`src/rtl/ibex_ex_seq.sv`:
```
// Purpose: ID-side EX sequencer; issues into EX, owns the imd registers, tracks multi-cycle ops and sticky vxsat.
// Latency: single-cycle ops retire in the issue cycle; multi-cycle ops retire on the cycle EX is valid and WB is ready.
// Backpressure: wb_ready_i low parks a valid result in WAIT_WB and holds stall_o; flush_i drops the instruction at once.
module ibex_ex_seq #(
  parameter int unsigned ImdWidth = 34,
  parameter int unsigned CntWidth = 6
) (
  input  logic                     clk_i,
  input  logic                     rst_i,
  input  logic                     instr_valid_i,
  input  logic                     mult_sel_i,
  input  logic                     div_sel_i,
  input  logic                     flush_i,
  input  logic                     wb_ready_i,
  input  logic                     ex_valid_i,
  input  logic [1:0]               imd_val_we_i,
  input  logic [1:0][ImdWidth-1:0] imd_val_d_i,
  input  logic                     vxsat_set_i,
  input  logic                     vxsat_we_i,
  input  logic                     vxsat_wdata_i,
  output logic [1:0][ImdWidth-1:0] imd_val_q_o,
  output logic                     mult_en_o,
  output logic                     div_en_o,
  output logic                     alu_instr_first_cycle_o,
  output logic                     multdiv_ready_id_o,
  output logic                     instr_done_o,
  output logic                     stall_o,
  output logic                     vxsat_o,
  output logic [CntWidth-1:0]      ex_cycles_o
);

  typedef enum logic [1:0] {
    IDLE    = 2'd0,
    MULTI   = 2'd1,
    WAIT_WB = 2'd2
  } state_e;

  state_e                     state_q, state_d;
  logic                       mult_q, div_q;
  logic [CntWidth-1:0]        cnt_q, cnt_d;
  logic                       vxsat_q, vxsat_d;
  logic [1:0][ImdWidth-1:0]   imd_q;
  logic                       issue;
  logic                       busy;
  logic [1:0]                 imd_wr;

  assign issue = (state_q == IDLE) & instr_valid_i & ~flush_i;
  assign busy  = (state_q != IDLE) | instr_valid_i;

  // EX only owns the imd registers while the instruction is executing, never while parked for WB
  assign imd_wr = imd_val_we_i & {2{issue | ((state_q == MULTI) & ~flush_i)}};

  // Next-state, EX enables, retirement and occupancy counter
  always_comb begin
    state_d                 = state_q;
    cnt_d                   = cnt_q;
    mult_en_o               = 1'b0;
    div_en_o                = 1'b0;
    alu_instr_first_cycle_o = 1'b0;
    instr_done_o            = 1'b0;

    case (state_q)
      IDLE: begin
        if (issue) begin
          alu_instr_first_cycle_o = 1'b1;
          mult_en_o               = mult_sel_i;
          div_en_o                = div_sel_i;
          if (ex_valid_i) begin
            if (wb_ready_i) instr_done_o = 1'b1;
            else            state_d      = WAIT_WB;
          end else begin
            state_d = MULTI;
          end
        end
      end
      MULTI: begin
        mult_en_o = mult_q;
        div_en_o  = div_q;
        if (ex_valid_i) begin
          if (wb_ready_i) begin
            instr_done_o = 1'b1;
            state_d      = IDLE;
          end else begin
            state_d = WAIT_WB;
          end
        end
      end
      WAIT_WB: begin
        mult_en_o = mult_q;
        div_en_o  = div_q;
        if (wb_ready_i) begin
          instr_done_o = 1'b1;
          state_d      = IDLE;
        end
      end
      default: state_d = IDLE;
    endcase

    if (flush_i) begin
      state_d      = IDLE;
      mult_en_o    = 1'b0;
      div_en_o     = 1'b0;
      instr_done_o = 1'b0;
    end

    // Count only cycles that are followed by another EX cycle, so the final value is the extra latency
    if (flush_i) begin
      cnt_d = '0;
    end else if (issue) begin
      cnt_d = (state_d != IDLE) ? CntWidth'(1) : '0;
    end else if ((state_q != IDLE) && (state_d != IDLE) && (cnt_q != {CntWidth{1'b1}})) begin
      cnt_d = cnt_q + CntWidth'(1);
    end
  end

  // CSR write takes effect first; a retiring saturating result always wins over a clear
  assign vxsat_d = (vxsat_we_i ? vxsat_wdata_i : vxsat_q) | (instr_done_o & vxsat_set_i);

  // State, latched enables, counter, vxsat and intermediate value registers
  always_ff @(posedge clk_i) begin
    if (rst_i) begin
      state_q <= IDLE;
      mult_q  <= 1'b0;
      div_q   <= 1'b0;
      cnt_q   <= '0;
      vxsat_q <= 1'b0;
      imd_q   <= '0;
    end else begin
      state_q <= state_d;
      cnt_q   <= cnt_d;
      vxsat_q <= vxsat_d;
      if (issue) begin
        mult_q <= mult_sel_i;
        div_q  <= div_sel_i;
      end
      for (int k = 0; k < 2; k++) begin
        if (imd_wr[k]) imd_q[k] <= imd_val_d_i[k];
      end
    end
  end

  assign multdiv_ready_id_o = wb_ready_i & busy;
  assign stall_o            = busy & ~instr_done_o & ~flush_i;
  assign vxsat_o            = vxsat_q;
  assign ex_cycles_o        = cnt_q;
  assign imd_val_q_o        = imd_q;

endmodule

```
`config.mk`:
```
export PLATFORM = sky130hd
export DESIGN_NAME = ibex_ex_seq
export DESIGN_NICKNAME = d
export VERILOG_FILES = /design/src/rtl/ibex_ex_seq.sv
export SDC_FILE = /design/constraint.sdc
export NUM_CORES = 1
export LEC_CHECK = 0
export ABC_AREA = 0
export BUFFER_PORTS_ARGS = -buffer_cell sky130_fd_sc_hd__buf_2
export CORE_ASPECT_RATIO = 0.5
export CORE_MARGIN = 3
export CORE_UTILIZATION = 48
export DETAILED_ROUTE_END_ITERATION = 6
export PLACE_DENSITY_LB_ADDON = 0.12
export SLEW_MARGIN = 20
export SYNTH_ARGS = -nofsm -noshare
export SYNTH_HDL_FRONTEND = slang
export SYNTH_SLANG_ARGS = --single-unit
```
`constraint.sdc`:
```
create_clock -name clk_i -period 5 [get_ports clk_i]
set_clock_uncertainty 0.15 [all_clocks]
set_input_delay 0.25 -clock clk_i [delete_from_list [all_inputs] [get_ports clk_i]]
set_output_delay 0.25 -clock clk_i [all_outputs]
set_load 0.01 [all_outputs]
```
==> summary.md <==
| Metric | Value |
|---|---|
| Initial DRT Pass Iterations | `4` |
| Dpl hpwl | `5.706 mm` |
| Worst vdd ir | `264.7 uV` |
| WL per Instance | `13.91 um` |
| Period minus WS final | `2.610 ns` |
| Unique masters post-synth | `35` |
| Crit Path Max Fanout | `9` |
| ANT nets after route | `0` |
| Synth Warn # | `0` |
| Longest Clk Path Bufs | `2` |
| Sequential fraction of design power | `0.438` |
| Initial Util | `0.5274` |
| Die Wd | `118.9 um` |
| Synth top area cells | `dfxtp_1 (52%), nand2_1 (19%), a21oi_1 (13%)` |
| Fin crit share | `0.5219` |
| Clk pwr share | `0.457` |
| IO buf count | `161` |
| Post-synth ARST share | `0` |
| Worst Hold Class | `input pin to flop` |
| Top-count cell post-synth | `nand2_1` |
| Number of max-cap violations | `0` |
| Number of fill cells in the layout | `456` |
| Internal power | `1175 uW` |
| RSZ-0062 raised after global routing | `false` |
| Grt total ovfl | `0` |
| Post-CTS Setup Bufs | `0` |
| Worst setup SP type | `flop` |
| Global router's overall resource usage | `0.2483` |
| CP endpoint kind | `output pin` |
| CTS tree | `yes` |
| Worst skew pair latency | `0.33 ns` |
| Setup ws final | `2.390 ns` |
| Area leader, netlist | `dfxtp_1` |
| Max-Slew Margin vs Limit | `0.4858` |
| Core outline area | `5801 sq um` |
| Share of cells above drive strength 1 | `0.3327` |
| # rows | `19` |
| Logic pwr share | `0.106` |
| Final Max Tran Viols | `0` |
| Share of Yosys cell area claimed by the top area cell type | `0.5170` |
| Seq/Total Area, Yosys | `0.5170` |
| Synth Register Bits | `79` |
| Arrival time at the worst endpoint | `2.21 ns` |
| Mapped Area | `3059 sq um` |
| Root Driver | `clkbuf_16` |
| Clock Sinks | `79` |
| Initial antenna violation count | `0` |
| Antenna cell count | `0` |
| Multi-input logic area | `1358 sq um` |
| Final #Nets | `653` |
| Synthesized instance count | `388` |
| FMAX | `383.2 MHz` |
| CP Class | `flop to output pin` |
| Htree depth | `3` |
| Post-CTS sizing | `0` |
| Final hold violations | `0` |
| Actual slew at the worst max-slew pin | `0.7713 ns` |
| Vias in the first global route | `3150` |
| Die H | `62.45 um` |
| Dpl ws | `2.376 ns` |
| Power Density | `335.9 nW/um^2` |
| Clock transition at the registers of the reported paths | `0.06 ns` |
| Status | `finished, final reports clean` |
| Post-layout util | `0.7772` |
| Total Wirelength | `9.113 mm` |
| CTS buffer count | `9` |
| Remaining DRCs | `0` |
| Synth cell count leaders | `nand2_1 (151), dfxtp_1 (79), a21oi_1 (78)` |
| Finish-stage setup viols | `0` |
| Synth Flop Type | `dfxtp_1` |
| Synth Net Count | `474` |
| Psw | `339.5 uW` |
| Final setup TNS | `0 ns` |
| Critical Path RT | `4.60 ns` |
| Area delta synth->final | `47.36%` |
| Via count | `3243` |
| Switching share of total power | `0.2242` |
| Initial DRC count | `232` |
| GP Congestion | `0.8754` |
| Global-route wire length before repair | `14.88 mm` |
| Post-cts hold buffer count | `31` |
| Die area | `7425 sq um` |
| Pleak | `0.002073 uW` |
| Post-synth EDFFs | `0` |
| Via/cell ratio | `4.951` |
| I/O Pins | `162` |
| Average cell area after synthesis | `7.884 sq um` |
| FF/Latch Area | `1582 sq um` |
| Pin count of the biggest net entering global routing | `75` |
-- cells by family (layout without fill, tap and decap cells) --
logic type | after synthesis | count (layout) | synth area share
simple gates | 174 | 174 | 0.2352
fa+ha+maj | 5 | 5 | 0.02045
mux | 3 | 3 | 0.009816
buf+inv | 32 | 215 | 0.04172
compound gates | 95 | 95 | 0.1759
flops | 79 | 79 | 0.5170
-- placed cells by master, fill, tap and decap left out, types with 2 or more instances in the layout --
cell / instances
nor2_1: 2
bufinv_16: 2
dfxtp_1: 79
and2_2: 2
clkbuf_1: 2
a21bo_2: 2
o221ai_1: 2
clkbuf_16: 9
and2b_2: 2
inv_1: 7
nand3b_1: 2
a211oi_1: 2
nand3_1: 2
nand2_2: 2
o21ai_0: 4
ha_1: 5
or2b_2: 2
nor2b_1: 2
mux2i_1: 3
nand2_1: 149
a21oi_1: 78
buf_2: 161
dlygate4sd3_1: 31
nand4_1: 2
-- flip-flops by register name, indices dropped and copies added (netlist names) --
name,count
div_q,1
ex_cycles_o,6
imd_val_q_o,68
mult_q,1
state_q,2
vxsat_o,1
-- critical path: stages (launching register included) --
cell and delay (ns):
dfxtp_1 0.36, inv_1 0.10, ha_1 0.31, nand3b_1 0.18
inv_1 0.19, o21ai_0 0.10, a211oi_1 0.40, a211oi_1 0.09
buf_2 0.16
-- final timing paths --
path	endpoint	slack, ns	startpoint	cells past startpoint
setup reg to reg	imd_val_q_o[3]$_SDFFE_PP0P_	2.65	state_q[1]$_SDFF_PP0_	7
setup / recovery	stall_o	2.39	state_q[1]$_SDFF_PP0_	8
hold / removal	imd_val_q_o[64]$_SDFFE_PP0P_	0.004	imd_val_d_i[64]	3
hold reg to reg	imd_val_q_o[30]$_SDFFE_PP0P_	0.30	imd_val_q_o[30]$_SDFFE_PP0P_	2
-- cell type report --
type / instances / area share
clock buffer: 12 / 0.05468
tap: 84 / 0.02331
multi-input combinational: 277 / 0.3011
timing repair buffer: 193 / 0.2492
clock inverter: 3 / 0.01499
inverter: 7 / 0.005828
sequential: 79 / 0.3508
-- power groups by stage --
stage / clock [uW] / sequential (uW) / combinational (uW)
6_report: 691 / 663 / 160
5_1_grt: 732 / 665 / 177
4_1_cts: 699 / 662 / 157
3_5_place_dp: 0 / 676 / 138
3_3_place_gp: 0 / 675 / 137
2_1_floorplan: 0 / 686 / 61.8
-- per-stage QoR --
stage / std cells / cell area, sq um / hold slack [ns] / power (uW)
4_1_cts: 655 / 4501 / 0.0003544 / 1519
6_report: 655 / 4508 / 0.004087 / 1514
3_3_place_gp: 609 / 3876 / 0.2893 / 812.5
3_5_place_dp: 609 / 3876 / 0.2930 / 813.6
5_1_grt: 655 / 4508 / 0.01069 / 1574
2_1_floorplan: 388 / 3059 / 0.2360 / 747.5
-- metal layers --
metal	wire, um	track usage	up-vias
li1	-	-	1629
met1	3620	0.2690	1474
met2	4492	0.4389	119
met3	777	0.1022	21
met4	222	0.09091	0
met5	0	0	-
(Power assumes the default switching activity.)
